==> src/rtl/alu_pkg.sv <==
// ---------------------------------------------------------------------------
// alu_pkg
// Shared constants for the ALU and the long-operand sequencer:
//   - ALU op-code constants (3-bit op field, ADD = 0)
//   - FSM state encoding for alu_long_seq
// Configuration macro: ALU_LONG_SEQ_LONG_EN adds the HI state used by
// two-pass (long) operations; without it the sequencer is word-only.
// ---------------------------------------------------------------------------
package alu_pkg;

   // ALU operation codes
   localparam logic [2:0] OP_ADD   = 3'd0;  // o = a + b + x
   localparam logic [2:0] OP_SUB   = 3'd1;  // o = a - b - x, c = borrow
   localparam logic [2:0] OP_AND   = 3'd2;
   localparam logic [2:0] OP_OR    = 3'd3;
   localparam logic [2:0] OP_XOR   = 3'd4;
   localparam logic [2:0] OP_PASSB = 3'd5;  // o = b
   localparam logic [2:0] OP_PASSA = 3'd6;  // o = a
   localparam logic [2:0] OP_NOTA  = 3'd7;  // o = ~a

   // Sequencer states; HI only exists when long operands are enabled
   typedef enum logic [1:0] {
      S_IDLE = 2'd0,
      S_LO   = 2'd1,
`ifdef ALU_LONG_SEQ_LONG_EN
      S_DONE = 2'd2,
      S_HI   = 2'd3
`else
      S_DONE = 2'd2
`endif
   } state_t;

endpackage

==> src/rtl/alu_long_seq_alu.sv <==
// ---------------------------------------------------------------------------
// Alu
// Purely combinational BITS-wide ALU with extend/carry input.
// Ports:
//   a, b  : operands (BITS)
//   op    : operation code (see alu_pkg)
//   x     : extend / carry-in (borrow-in for SUB)
//   o     : result (BITS)
//   c,z,v,n : carry/borrow, zero, signed overflow, negative
// Logic ops and pass ops report c = v = 0.
// ---------------------------------------------------------------------------
module Alu
   import alu_pkg::*;
#(
   parameter int BITS = 16
) (
   input  logic [BITS-1:0] a,
   input  logic [BITS-1:0] b,
   input  logic [2:0]      op,
   input  logic            x,
   output logic [BITS-1:0] o,
   output logic            c,
   output logic            z,
   output logic            v,
   output logic            n
);

   logic [BITS:0] w_sum;

   // Operation select. The sum/difference is computed one bit wider so the
   // top bit is the carry out for ADD and the borrow out for SUB.
   always_comb begin
      w_sum = '0;
      o     = '0;
      c     = 1'b0;
      v     = 1'b0;
      case (op)
         OP_ADD: begin
            w_sum = {1'b0, a} + {1'b0, b} + {{BITS{1'b0}}, x};
            o     = w_sum[BITS-1:0];
            c     = w_sum[BITS];
            v     = (a[BITS-1] == b[BITS-1]) && (o[BITS-1] != a[BITS-1]);
         end
         OP_SUB: begin
            w_sum = {1'b0, a} - {1'b0, b} - {{BITS{1'b0}}, x};
            o     = w_sum[BITS-1:0];
            c     = w_sum[BITS];
            v     = (a[BITS-1] != b[BITS-1]) && (o[BITS-1] != a[BITS-1]);
         end
         OP_AND:   o = a & b;
         OP_OR:    o = a | b;
         OP_XOR:   o = a ^ b;
         OP_PASSB: o = b;
         OP_PASSA: o = a;
         default:  o = ~a;
      endcase
   end

   // Zero and negative simply describe the selected result
   assign z = (o == '0);
   assign n = o[BITS-1];

endmodule

==> src/rtl/alu_long_seq.sv <==
// ---------------------------------------------------------------------------
// alu_long_seq
// Runs word (BITS) or long (2*BITS) operations through a single BITS-wide
// Alu, one half per clock: LO pass on the low halves, then (long only) HI
// pass on the high halves with the LO carry chained in.
// Configuration macro: ALU_LONG_SEQ_LONG_EN enables long operations; when it
// is undefined the size input is ignored and every operation is a word op.
// Ports:
//   clk, rst_n       : clock, synchronous active-low reset
//   start            : operation request, only honoured in IDLE
//   size             : 0 = word, 1 = long
//   op               : ALU op code (alu_pkg)
//   a, b             : operands (2*BITS), x_in : carry-in for the LO pass
//   busy, done       : not-IDLE flag, one-cycle completion pulse
//   result, c,z,v,n  : registered result and flags of the last operation
// ---------------------------------------------------------------------------
module alu_long_seq
   import alu_pkg::*;
#(
   parameter int BITS = 16
) (
   input  logic              clk,
   input  logic              rst_n,
   input  logic              start,
   input  logic              size,
   input  logic [2:0]        op,
   input  logic [2*BITS-1:0] a,
   input  logic [2*BITS-1:0] b,
   input  logic              x_in,
   output logic              busy,
   output logic              done,
   output logic [2*BITS-1:0] result,
   output logic              c,
   output logic              z,
   output logic              v,
   output logic              n
);

   state_t            r_state;
   logic [2*BITS-1:0] r_a;
   logic [BITS-1:0]   r_bLo;
   logic [2:0]        r_op;
   logic              r_x;
`ifdef ALU_LONG_SEQ_LONG_EN
   logic [BITS-1:0]   r_bHi;
   logic              r_size;
`else
   logic [BITS:0]     w_unusedIn;
`endif

   logic [BITS-1:0]   w_aluA;
   logic [BITS-1:0]   w_aluB;
   logic              w_aluX;
   logic [BITS-1:0]   w_aluO;
   logic              w_aluC;
   logic              w_aluZ;
   logic              w_aluV;
   logic              w_aluN;

`ifndef ALU_LONG_SEQ_LONG_EN
   // Word-only build never looks at size or the upper half of b
   assign w_unusedIn = {size, b[2*BITS-1:BITS]};
`endif

   // Feed the ALU with the half being processed. In HI the carry-in is the
   // c register, which at that point still holds the carry of the LO pass.
   always_comb begin
      w_aluA = r_a[BITS-1:0];
      w_aluB = r_bLo;
      w_aluX = r_x;
`ifdef ALU_LONG_SEQ_LONG_EN
      if (r_state == S_HI) begin
         w_aluA = r_a[2*BITS-1:BITS];
         w_aluB = r_bHi;
         w_aluX = c;
      end
`endif
   end

   Alu #(
      .BITS (BITS)
   ) u_alu (
      .a  (w_aluA),
      .b  (w_aluB),
      .op (r_op),
      .x  (w_aluX),
      .o  (w_aluO),
      .c  (w_aluC),
      .z  (w_aluZ),
      .v  (w_aluV),
      .n  (w_aluN)
   );

   // Sequencer with registered outputs. Result and flags are left alone on
   // accept so the previous answer stays visible until the new LO pass ends.
   // The LO pass also writes the upper result half with the latched a, which
   // is the final value for word ops and is overwritten by HI for long ops.
   // z from LO is ANDed with the HI zero so z means "whole result is zero".
   always_ff @(posedge clk) begin
      if (!rst_n) begin
         r_state <= S_IDLE;
         busy    <= 1'b0;
         done    <= 1'b0;
         result  <= '0;
         c       <= 1'b0;
         z       <= 1'b0;
         v       <= 1'b0;
         n       <= 1'b0;
         r_a     <= '0;
         r_bLo   <= '0;
         r_op    <= OP_ADD;
         r_x     <= 1'b0;
`ifdef ALU_LONG_SEQ_LONG_EN
         r_bHi   <= '0;
         r_size  <= 1'b0;
`endif
      end else begin
         done <= 1'b0;
         case (r_state)
            S_IDLE: begin
               if (start) begin
                  r_a     <= a;
                  r_bLo   <= b[BITS-1:0];
                  r_op    <= op;
                  r_x     <= x_in;
`ifdef ALU_LONG_SEQ_LONG_EN
                  r_bHi   <= b[2*BITS-1:BITS];
                  r_size  <= size;
`endif
                  busy    <= 1'b1;
                  r_state <= S_LO;
               end
            end
            S_LO: begin
               result <= {r_a[2*BITS-1:BITS], w_aluO};
               c      <= w_aluC;
               z      <= w_aluZ;
               v      <= w_aluV;
               n      <= w_aluN;
`ifdef ALU_LONG_SEQ_LONG_EN
               if (r_size) begin
                  r_state <= S_HI;
               end else begin
                  r_state <= S_DONE;
                  done    <= 1'b1;
               end
`else
               r_state <= S_DONE;
               done    <= 1'b1;
`endif
            end
`ifdef ALU_LONG_SEQ_LONG_EN
            S_HI: begin
               result[2*BITS-1:BITS] <= w_aluO;
               c       <= w_aluC;
               z       <= z & w_aluZ;
               v       <= w_aluV;
               n       <= w_aluN;
               r_state <= S_DONE;
               done    <= 1'b1;
            end
`endif
            S_DONE: begin
               busy    <= 1'b0;
               r_state <= S_IDLE;
            end
            default: begin
               busy    <= 1'b0;
               r_state <= S_IDLE;
            end
         endcase
      end
   end

endmodule
==> config.mk <==
export PLATFORM = sky130hd
export DESIGN_NAME = alu_long_seq
export DESIGN_NICKNAME = d
export VERILOG_FILES = /design/src/rtl/alu_pkg.sv /design/src/rtl/alu_long_seq_alu.sv /design/src/rtl/alu_long_seq.sv
export SDC_FILE = /design/constraint.sdc
export NUM_CORES = 1
export LEC_CHECK = 0
export CORE_UTILIZATION = 45
export CTS_BUF_LIST = sky130_fd_sc_hd__clkbuf_4
export DETAILED_ROUTE_END_ITERATION = 10
export PLACE_DENSITY = 0.72
export SYNTH_ARGS = -nofsm -noshare
export SYNTH_HDL_FRONTEND = slang
export SYNTH_HIERARCHICAL = 1
export SYNTH_SLANG_ARGS = --single-unit
==> constraint.sdc <==
create_clock -name clk -period 3.9 [get_ports clk]
set_clock_uncertainty 0.05 [all_clocks]
set_input_delay 0.585 -clock clk [delete_from_list [all_inputs] [get_ports clk]]
set_output_delay 0.585 -clock clk [all_outputs]
set_load 0.02 [all_outputs]
# ---- Word level (Yosys, flattened, before mapping)
# Cells that the tools add are included.
dict set report word_totals {
  regBits 92
  inputBits 72
  out_inout_bits 38
  word_cells 48
}
dict set report op_classes {
  add_sub_neg 4
  n_eq_ne 12
  muxes 8
  n_bitwise 5
  reduce_logical 7
}
# cell n
set op_table {}
lappend op_table {{one-hot mux 16 bit (7 select lines)} 1}
lappend op_table {{adder 16 x 16 -> 17 bit} 1}
lappend op_table {{adder 17 x 1 -> 17 bit} 1}
lappend op_table {{subtractor 16 x 16 -> 17 bit} 1}
lappend op_table {{subtractor 17 x 1 -> 17 bit} 1}
lappend op_table {{bitwise AND 16 bit} 1}
lappend op_table {{logical NOT 16 bit} 1}
lappend op_table {{inverter 16 bit} 1}
lappend op_table {{OR 16 bit} 1}
lappend op_table {{bitwise XOR 16 bit} 1}
lappend op_table {{== test 3 bit, second input constant} 3}
lappend op_table {{== test 3 x 2 -> 1 bit, second input constant} 2}
lappend op_table {{one-hot mux 1 bit (2 select lines)} 3}
lappend op_table {{one-hot mux 2 bit (2 select lines)} 1}
lappend op_table {{AND reduction 2 bit} 2}
lappend op_table {{== test 3 x 1 -> 1 bit, second input constant} 1}
lappend op_table {{logical NOT 3 bit} 1}
lappend op_table {{!= test 1 bit} 3}
lappend op_table {{== test 2 x 1 -> 1 bit, second input constant} 1}
lappend op_table {{logical AND 1 bit} 2}
lappend op_table {{logical NOT 2 bit} 1}
lappend op_table {{two-way mux 1 bit} 2}
lappend op_table {{two-way mux 2 bit} 1}
lappend op_table {{!= test 2 bit, second input constant} 1}
lappend op_table {{other kinds (2)} 2}

# ---- Depth between registers and ports, before layout
# Gate-level depths: netlist of run 1.
dict set report logic_depth {
  depth_word 5
  mapped_depth 15
  mapped_depth_nobuf 15
}

# ---- Hierarchy
# The synthesis of run 1 kept the hierarchy.
# module n_inst cells_each area_per_inst_um2 seq_area_each_um2
set modules_own_cells {}
lappend modules_own_cells {alu_long_seq 1 400 3405.8 1841.8}
lappend modules_own_cells {Alu 1 438 3108.0 0.0}

# ---- Worst setup path before layout of run 1
# Ideal clock, no wire load.
dict set report synth_path {
  path_kind {register to register}
  start {register r_bLo[0]}
  end {register z}
  setup_ns 0.076
  arrival_ns 3.941
  required_ns 3.774
  path_slack_ns -0.166
  stages_incl_launch_ff 15
  n_path_buf 0
  period_less_slack_ns 4.066
  cell_sequence {dfxtp_1 > inv_1 > fa_1 > fa_1 > o21a_1 > or3_1 > and3_4 > a2111oi_2 > o21ai_1 > or4_1 > or4_1 > or4_1 > nor4_2 > nand2_1 > a21boi_0}
}
dict set report synth_via {
  elab_chain_cells 4
  word_cells_on_any_way 9
  classes_between {add/sub (4); mux (1); bitwise (3); reduce/logical (1)}
}
# item line_no
set synth_rtl {}
lappend synth_rtl {{start, declared} alu_long_seq.sv:41} ;# logic [BITS-1:0] r_bLo;
lappend synth_rtl {{start signal, assigned} alu_long_seq.sv:123} ;# r_bLo <= b[BITS-1:0];
lappend synth_rtl {{subtractor 16 x 16 -> 17 bit / adder 16 x 16 -> 17 bit (equally long branches)} {alu_long_seq_alu.sv:45, alu_long_seq_alu.sv:39}}
lappend synth_rtl {{subtractor 17 x 1 -> 17 bit / adder 17 x 1 -> 17 bit (equally long branches)} {alu_long_seq_alu.sv:45, alu_long_seq_alu.sv:39}}
lappend synth_rtl {{one-hot mux 16 bit (7 select lines) (*)} alu_long_seq_alu.sv:37} ;# case (op)
lappend synth_rtl {{via w_aluO[4]} alu_long_seq.sv:54} ;# logic [BITS-1:0] w_aluO;
lappend synth_rtl {{logical NOT 16 bit (*)} alu_long_seq_alu.sv:60} ;# assign z = (o == '0);
lappend synth_rtl {{via w_aluZ} alu_long_seq.sv:56} ;# logic w_aluZ;
lappend synth_rtl {{end signal, assigned} alu_long_seq.sv:137} ;# z <= w_aluZ;
lappend synth_rtl {{end, declared} alu_long_seq.sv:34} ;# output logic z,
# The timed path passes the listed nets; every way through them passes the cells marked *.
# A chain may end at the register's enable or synchronous reset.

# ---- Worst setup path in the final report of run 1
dict set report layout_path {
  start {register r_a[0]}
  end {register z}
}
dict set report layout_via {
  elab_chain_cells 4
  word_cells_on_any_way 10
  classes_between {add/sub (4); mux (1); bitwise (4); reduce/logical (1)}
}
# item line_no
set layout_rtl {}
lappend layout_rtl {{start, declared} alu_long_seq.sv:40} ;# logic [2*BITS-1:0] r_a;
lappend layout_rtl {{start signal, assigned} alu_long_seq.sv:109} ;# r_a <= '0;
lappend layout_rtl {{start signal, assigned} alu_long_seq.sv:122} ;# r_a <= a;
lappend layout_rtl {{subtractor 16 x 16 -> 17 bit / adder 16 x 16 -> 17 bit (equally long branches)} {alu_long_seq_alu.sv:45, alu_long_seq_alu.sv:39}}
lappend layout_rtl {{subtractor 17 x 1 -> 17 bit / adder 17 x 1 -> 17 bit (equally long branches)} {alu_long_seq_alu.sv:45, alu_long_seq_alu.sv:39}}
lappend layout_rtl {{one-hot mux 16 bit (7 select lines) (*)} alu_long_seq_alu.sv:37}
lappend layout_rtl {{via w_aluO[3]} alu_long_seq.sv:54}
lappend layout_rtl {{logical NOT 16 bit (*)} alu_long_seq_alu.sv:60}
lappend layout_rtl {{via w_aluZ} alu_long_seq.sv:56}
# Marked as above.

==> results of run 1 <==
[cell usage in the layout, fill, tap and decap left out, types with 3 or more instances in the layout]
cell type | Yosys | layout
nand2b_1 | 6 | 6
nor3_1 | 5 | 4
o21ai_0 | 27 | 27
a31oi_1 | 6 | 6
a211oi_1 | 4 | 4
clkdlybuf4s50_1 | 0 | 91
o21ai_2 | 12 | 14
o211ai_1 | 5 | 5
dfxtp_1 | 92 | 89
ha_1 | 62 | 62
nor2_1 | 19 | 19
o22ai_1 | 4 | 4
buf_4 | 2 | 65
a21o_1 | 13 | 13
a32oi_1 | 3 | 3
o21a_1 | 7 | 7
and2_1 | 4 | 4
a22oi_1 | 7 | 7
fa_2 | 0 | 4
nand2_1 | 157 | 157
or3_1 | 8 | 8
a221oi_1 | 9 | 8
inv_1 | 58 | 58
inv_6 | 0 | 3
nand3b_1 | 3 | 3
nand3_1 | 59 | 59
a21boi_0 | 38 | 37
xnor2_1 | 14 | 14
mux2i_1 | 9 | 9
clkbuf_4 | 0 | 9
a21oi_1 | 43 | 43
dfxtp_2 | 0 | 3
o21ai_1 | 40 | 38
xor2_1 | 12 | 12
mux2_2 | 3 | 3
a221o_1 | 3 | 3
[metrics by stage]
stage | setup slack, ns | area [sq um] | total power, mW
after floorplan | -0.00131 | 6520 | 1.70
after global placement | -0.196 | 7880 | 2.01
after detailed placement | -0.257 | 7880 | 2.03
after CTS | -0.147 | 8060 | 2.60
after global routing | -0.309 | 8100 | 2.77
final | -0.168 | 8100 | 2.60
[sequential cells by signal, summed over array words and instances (netlist names)]
name	cells
done	1
r_op	3
r_a	32
r_state	2
v	1
result	32
n	1
c	1
r_bLo	16
r_x	1
z	1
busy	1
[layout make-up]
class | instances | area (sq um)
Fill cell | 1331 | 5890
Clock inverter | 6 | 70.1
Tap cell | 180 | 225
Clock buffer | 9 | 67.6
Inverter | 58 | 218
Timing Repair Buffer | 158 | 1440
Multi-Input combinational cell | 632 | 4240
Sequential cell | 92 | 1850
[cells in the mapped netlist, drive strengths merged, types with 3 or more instances]
master and n:
fa 4, o22ai 4, mux2i 9, o211ai 5, a31oi 6, or4 4
inv 58, nand2 157, a221oi 9, a221o 3, a21boi 38, xor2 12
buf 32, nor2 19, xnor2 14, mux2 3, and2 4, a211oi 4
ha 62, a21oi 43, a32oi 3, nand3b 3, nor3 5, o21a 7
a21o 13, clkbuf 24, a22oi 7, o21ai 79, dfxtp 92, or3 8
nand2b 6, nand3 59
[worst max-delay path, delay by kind of cell (launching register included)]
family	cells	cell delay, ns
DFF	1	0.36
xor gates and xnor gates	1	0.09
AOI/OAI and AO/OA	4	0.79
adders and majority gates	2	0.75
and+or+nand+nor	6	1.73
buffers and inverters	2	0.20
[worst max-delay path by stage]
stage | startpoint | end | cells past startpoint
after global routing | r_a[0]$_SDFFE_PN0P_ | z$_SDFFE_PN0P_ | 17
after detailed placement | r_bLo[0]$_SDFFE_PN0P_ | z$_SDFFE_PN0P_ | 14
after CTS | r_a[0]$_SDFFE_PN0P_ | z$_SDFFE_PN0P_ | 15
after global placement | r_bLo[0]$_SDFFE_PN0P_ | z$_SDFFE_PN0P_ | 14
after floorplan | r_bLo[0]$_SDFFE_PN0P_ | z$_SDFFE_PN0P_ | 14
final | r_a[0]$_SDFFE_PN0P_ | z$_SDFFE_PN0P_ | 15
[layer usage]
| layer | wire length, um | vias up | track usage | part of all wire |
|---|---|---|---|---|
| met5 | 0 | - | 0 | 0 |
| met4 | 302 | 0 | 0.0709 | 0.018 |
| met3 | 782 | 25 | 0.0400 | 0.045 |
| met2 | 7990 | 148 | 0.386 | 0.47 |
| met1 | 8110 | 2896 | 0.321 | 0.47 |
| li1 | - | 3147 | - | - |
[cell families after synthesis]
logic type / count (synthesis) / share of synthesized area
adders and majority gates: 66 / 0.131
and+or+nand+nor: 279 / 0.193
DFF: 92 / 0.283
xor gates and xnor gates: 26 / 0.0350
muxes: 14 / 0.0259
AOI/OAI and AO/OA: 247 / 0.253
buffers and inverters: 114 / 0.0784
[timing repair]
| item | 4_1_cts | 5_1_grt |
|---|---|---|
| setup buffers | 2 | 0 |
| resized for setup | 8 | 8 |
| endpoints found under the hold margin | 0 | 0 |
| pin swaps | 5 | 2 |
| endpoints found under the setup margin | 1 | 1 |
| cloned | 0 | 0 |
| hold buffers | 0 | 0 |
[power by group]
group	internal, mW	switching (mW)
Sequential	0.993	0.0405
Clock	0.199	0.347
Combinational	0.476	0.540
==> reports/metrics.cfg, run 1 <==
[logic_synthesis]
synthFlopType = dfxtp_1
seq_area_frac_synth = 0.283
syn-num-nets = 976
ys_warn_count = 6
yosys-top-cells-area = dfxtp_1 28%, ha_1 12%, nand2_1 9.0%
ys_ff_latch = 92
synth_cell_types = 71
syn-cell-area_sq_um = 6510
synth_edf_count = 0
synthArstFlopShare = 0
synth_cells = 838
synth_area_leader_cell = dfxtp_1
synth.avg_cell_area_sq_um = 7.77
netlist.area_leader.share = 0.283

[detailed_routing]
ant_nets = 0
route.detailed.drc = 0
drt_first_pass_iters = 5
wire_per_inst_um = 15.1
viasPerCell = 5.48
drt_iter0_drc = 438
wirelength_um = 17200
vias = 6216

[finish]
drive_gt1_frac = 0.130
synthToLayoutAreaGrowth_pct = 24.4
final_util = 0.579
nets = 1089
final_cells = 1135
diodes = 0

[clock_network]
root_buffer = clkbuf_4
cts_buffers = 9
clkTransAtPathRegs_ns = 0.15
clock_path_buffers = 2
cts.sinks = 92
htree_levels = 3
tritoncts = yes
insertion_delay_ns = 0.49

[job]
drv_cap = 0

[worst_setup_path]
slowest_delay_ns = 0.58
reg2reg_from = r_a[0]$_SDFFE_PN0P_
regToRegEndpoint = z$_SDFFE_PN0P_
worst_setup_path_start_kind = flop
cpMaxStageDelayCell = fa_2
critPathMaxFanout = 6
cp-end-kind = flop
r2r_setup_slack_ns = -0.17
critPathArrivalTime_ns = 4.41
rr_worst_depth = 15
path_common_cell = or4_4
path_class = reg -> reg
critical_path_required_ns = 4.25
worstPathCellList = buf_4 > fa_2 > inv_1 > ha_1 > o21a_1 > nor3_2 > xnor2_1 > a221o_1 > a2bb2oi_1 > or4_1 > or4_4 > or4_4 > nor4_4 > nand2_1 > a21boi_2

[power_and_ir_drop]
powerDensity_nw_per_um2 = 320
ir_drop_mv = 0.209
leakagePower_nw = 3.18

[sta]
slew_headroom = 0.292
setup_viol = 1
fmax_mhz = 246
slew_viol_final = 0
fin_crit_sh = 1.04
worst_pin_slew_ns = 1.06
hold_viol = 0
whs_ns = 0.417
rsz0062_at_grt = true
fin_setup_tns_ns = -0.168
min_period_ns = 4.07
finalWorstSetupSlack_ns = -0.168

[worst_hold_path]
min_path_cells = 2
worstHoldStart = r_a[16]$_SDFFE_PN0P_
min_delay_worst_endpoint = r_a[16]$_SDFFE_PN0P_
hold_class = reg -> reg

[die]
die_x_um = 122
die_area_sq_um = 15000
io_pins = 110
core-area_sq_um = 14000
dieHeight_um = 122
start_util = 0.466
fp-row-count = 43

[global_route]
grt_pass1_wl_um = 28000
grt_pass1_vias = 5718
grt_max_degree = 120
grt_antenna_before_repair = 0
grt_use_total = 0.238
grt_overflow = 0

[run_status]
violations = setup timing
status = complete, but fails checks

[placement]
routabilityCongestion = 0.892
dp_cells = 1118
dp_hpwl_um = 12800
portBuffers = 92

Note: power is estimated with default switching activity, not from simulation.
==> inputs of run 2 (changes only) <==
--- a/config.mk
+++ b/config.mk
@@ -5,10 +5,10 @@
 export SDC_FILE = /design/constraint.sdc
 export NUM_CORES = 1
 export LEC_CHECK = 0
-export CORE_UTILIZATION = 45
+export CORE_UTILIZATION = 50
 export CTS_BUF_LIST = sky130_fd_sc_hd__clkbuf_4
 export DETAILED_ROUTE_END_ITERATION = 10
-export PLACE_DENSITY = 0.72
+export PLACE_DENSITY = 0.79
 export SYNTH_ARGS = -nofsm -noshare
 export SYNTH_HDL_FRONTEND = slang
 export SYNTH_HIERARCHICAL = 1
==> reports/metrics.cfg, run 2 (synthesis results as in run 1) <==
[clock_network]
clock_path_buffers = 2  ; unchanged
cts.sinks = 92  ; unchanged
htree_levels = 3  ; unchanged
cts_buffers = 9  ; unchanged
root_buffer = clkbuf_4
insertion_delay_ns = 0.48  ; about the same
clkTransAtPathRegs_ns = 0.16  ; about the same
tritoncts = yes

[placement]
dp_hpwl_um = 12600  ; -1.8%
portBuffers = 92  ; unchanged
routabilityCongestion = 0.913  ; +2.3%
dpl-instance-area_sq_um = 7850  ; -0.38%
pre_cts_slack_ns = -0.229  ; +0.0281 ns
dp_cells = 1109  ; -0.81%

[finish]
synthToLayoutAreaGrowth_pct = 25.3
diodes = 0  ; unchanged
drive_gt1_frac = 0.143  ; +0.0129
final_util = 0.644  ; +0.0652
nets = 1100  ; +1.0%
final_cells = 1139  ; +0.35%
final_cell_mix = 157 x nand2_1, 91 x clkdlybuf4s50_1, 88 x dfxtp_1
top_regs = r_a x32, result x32, r_bLo x16
final_area_sq_um = 8160  ; +0.79%
mostFrequentLayoutCell = nand2_1

[worst_setup_path]
reg2reg_from = r_x$_SDFFE_PN0P_
critPathMaxFanout = 3  ; -3
worstSetupStartpoint = r_x$_SDFFE_PN0P_
critPathArrivalTime_ns = 4.38  ; -0.03 ns
cp-end-kind = flop
critical_path_required_ns = 4.21  ; -0.04 ns
path_class = reg -> reg
worst_setup_path_start_kind = flop

[global_route]
grt_pass1_wl_um = 28400  ; +1.6%
grt_max_degree = 145  ; +21%
grt_overflow = 0  ; unchanged
grt_antenna_before_repair = 0  ; unchanged
grt_pass1_vias = 5820  ; +1.8%
grt_use_total = 0.267  ; +0.0291

[power_and_ir_drop]
seqPwrFrac = 0.386  ; -0.012
pwr-share-clk = 0.221  ; +0.010
swShare = 0.362  ; +0.00449
comb_power_share = 0.393  ; +0.002
internal_power_mw = 1.71  ; +2.7%
ir_drop_mv = 0.220  ; +5.4%
leakagePower_nw = 3.23  ; +1.8%
p_switching_uw = 972  ; +4.7%
power_mw = 2.68  ; +3.4%
powerDensity_nw_per_um2 = 329  ; +2.6%

[die]
fp-row-count = 41  ; -4.7%
die_area_sq_um = 13500  ; -9.8%
dieHeight_um = 116  ; -5.0%
io_pins = 110  ; unchanged
core-area_sq_um = 12700  ; -9.4%
start_util = 0.514  ; +0.0484
die_x_um = 116  ; -5.0%

[sta]
rsz0062_at_grt = true
fin_setup_tns_ns = -0.332  ; -0.164 ns
min_period_ns = 4.08  ; +0.00919 ns
slew_headroom = 0.327  ; +0.0346
fmax_mhz = 245  ; -0.23%
worst_pin_slew_ns = 1.01  ; -0.0519 ns
fin_crit_sh = 1.05  ; +0.00236
setup_viol = 2  ; +1
slew_viol_final = 0  ; unchanged
whs_ns = 0.416  ; -0.000950 ns
finalWorstSetupSlack_ns = -0.177  ; -0.00919 ns
hold_viol = 0  ; unchanged

[detailed_routing]
wire_per_inst_um = 15.3  ; +1.3%
viasPerCell = 5.52  ; +0.82%
route.detailed.drc = 0  ; unchanged
vias = 6289  ; +1.2%
drt_iter0_drc = 565  ; +29%
ant_nets = 0  ; unchanged
wirelength_um = 17500  ; +1.7%
drt_first_pass_iters = 5  ; unchanged

[job]
drv_cap = 0  ; unchanged

[run_status]
status = complete, but fails checks
violations = setup timing

[worst_hold_path]
worstHoldStart = r_a[19]$_SDFFE_PN0P_
hold_class = reg -> reg

[run 2: changes by cell type in the layout (fill, tap and decap cells not counted), sizes merged]
cell	before	now
clkinv	2	0
buf	67	78
clkinvlp	0	1
inv	61	62
clkbuf	9	10
[run 2: power groups by stage]
stage          logic (mW)  clock network [mW]  registers [mW]
3_5_place_dp        0.968                   0            1.06
4_1_cts              1.03               0.600            1.04
2_1_floorplan       0.636                   0            1.07
6_report             1.06               0.592            1.04
5_1_grt              1.16               0.636            1.04
3_3_place_gp        0.954                   0            1.05
[run 2: repair_timing]
action	4_1_cts	5_1_grt
buffers inserted	14	0
resized for setup	12	6
hold buffers	0	0
setup endpoints to repair	1	2
pin swaps	8	4
[run 2: path summary, 6_finish.rpt]
check	end	slack [ns]	cells after the start
max	result[4]$_SDFFE_PN0P_	-0.18	23
min	r_a[19]$_SDFFE_PN0P_	0.42	2
max reg2reg	result[4]$_SDFFE_PN0P_	-0.18	23
min reg2reg	r_a[19]$_SDFFE_PN0P_	0.42	2
[run 2: cell type report]
| class | instances | area (sq um) |
|---|---|---|
| Clock buffer | 10 | 75.1 |
| Clock inverter | 6 | 77.6 |
| Fill cell | 1111 | 4510 |
| Inverter | 58 | 218 |
| Multi-Input combinational cell | 632 | 4220 |
| Sequential cell | 92 | 1850 |
| Tap cell | 172 | 215 |
| Timing Repair Buffer | 169 | 1510 |
[run 2: worst max-delay path: stages, from the launching register on]
cell and delay (ns):
dfxtp_2 0.36, inv_2 0.04, fa_2 0.38, fa_2 0.36, o21a_1 0.21, or3_1 0.30
and3_4 0.20, o311ai_2 0.27, o21ai_2 0.11, buf_4 0.14, buf_4 0.12, buf_4 0.12
buf_4 0.12, buf_4 0.12, buf_4 0.12, buf_4 0.12, buf_4 0.12, buf_4 0.12
buf_4 0.12, buf_4 0.12, buf_4 0.12, buf_4 0.12, nand2_1 0.04, a21boi_0 0.07
[run 2: layer usage]
layer,up-vias,global-route usage,wire (um)
met4,0,0.0812,406
met2,194,0.454,8260
met3,33,0.0353,909
met1,2889,0.352,7900
li1,3173,-,-
met5,-,0,0
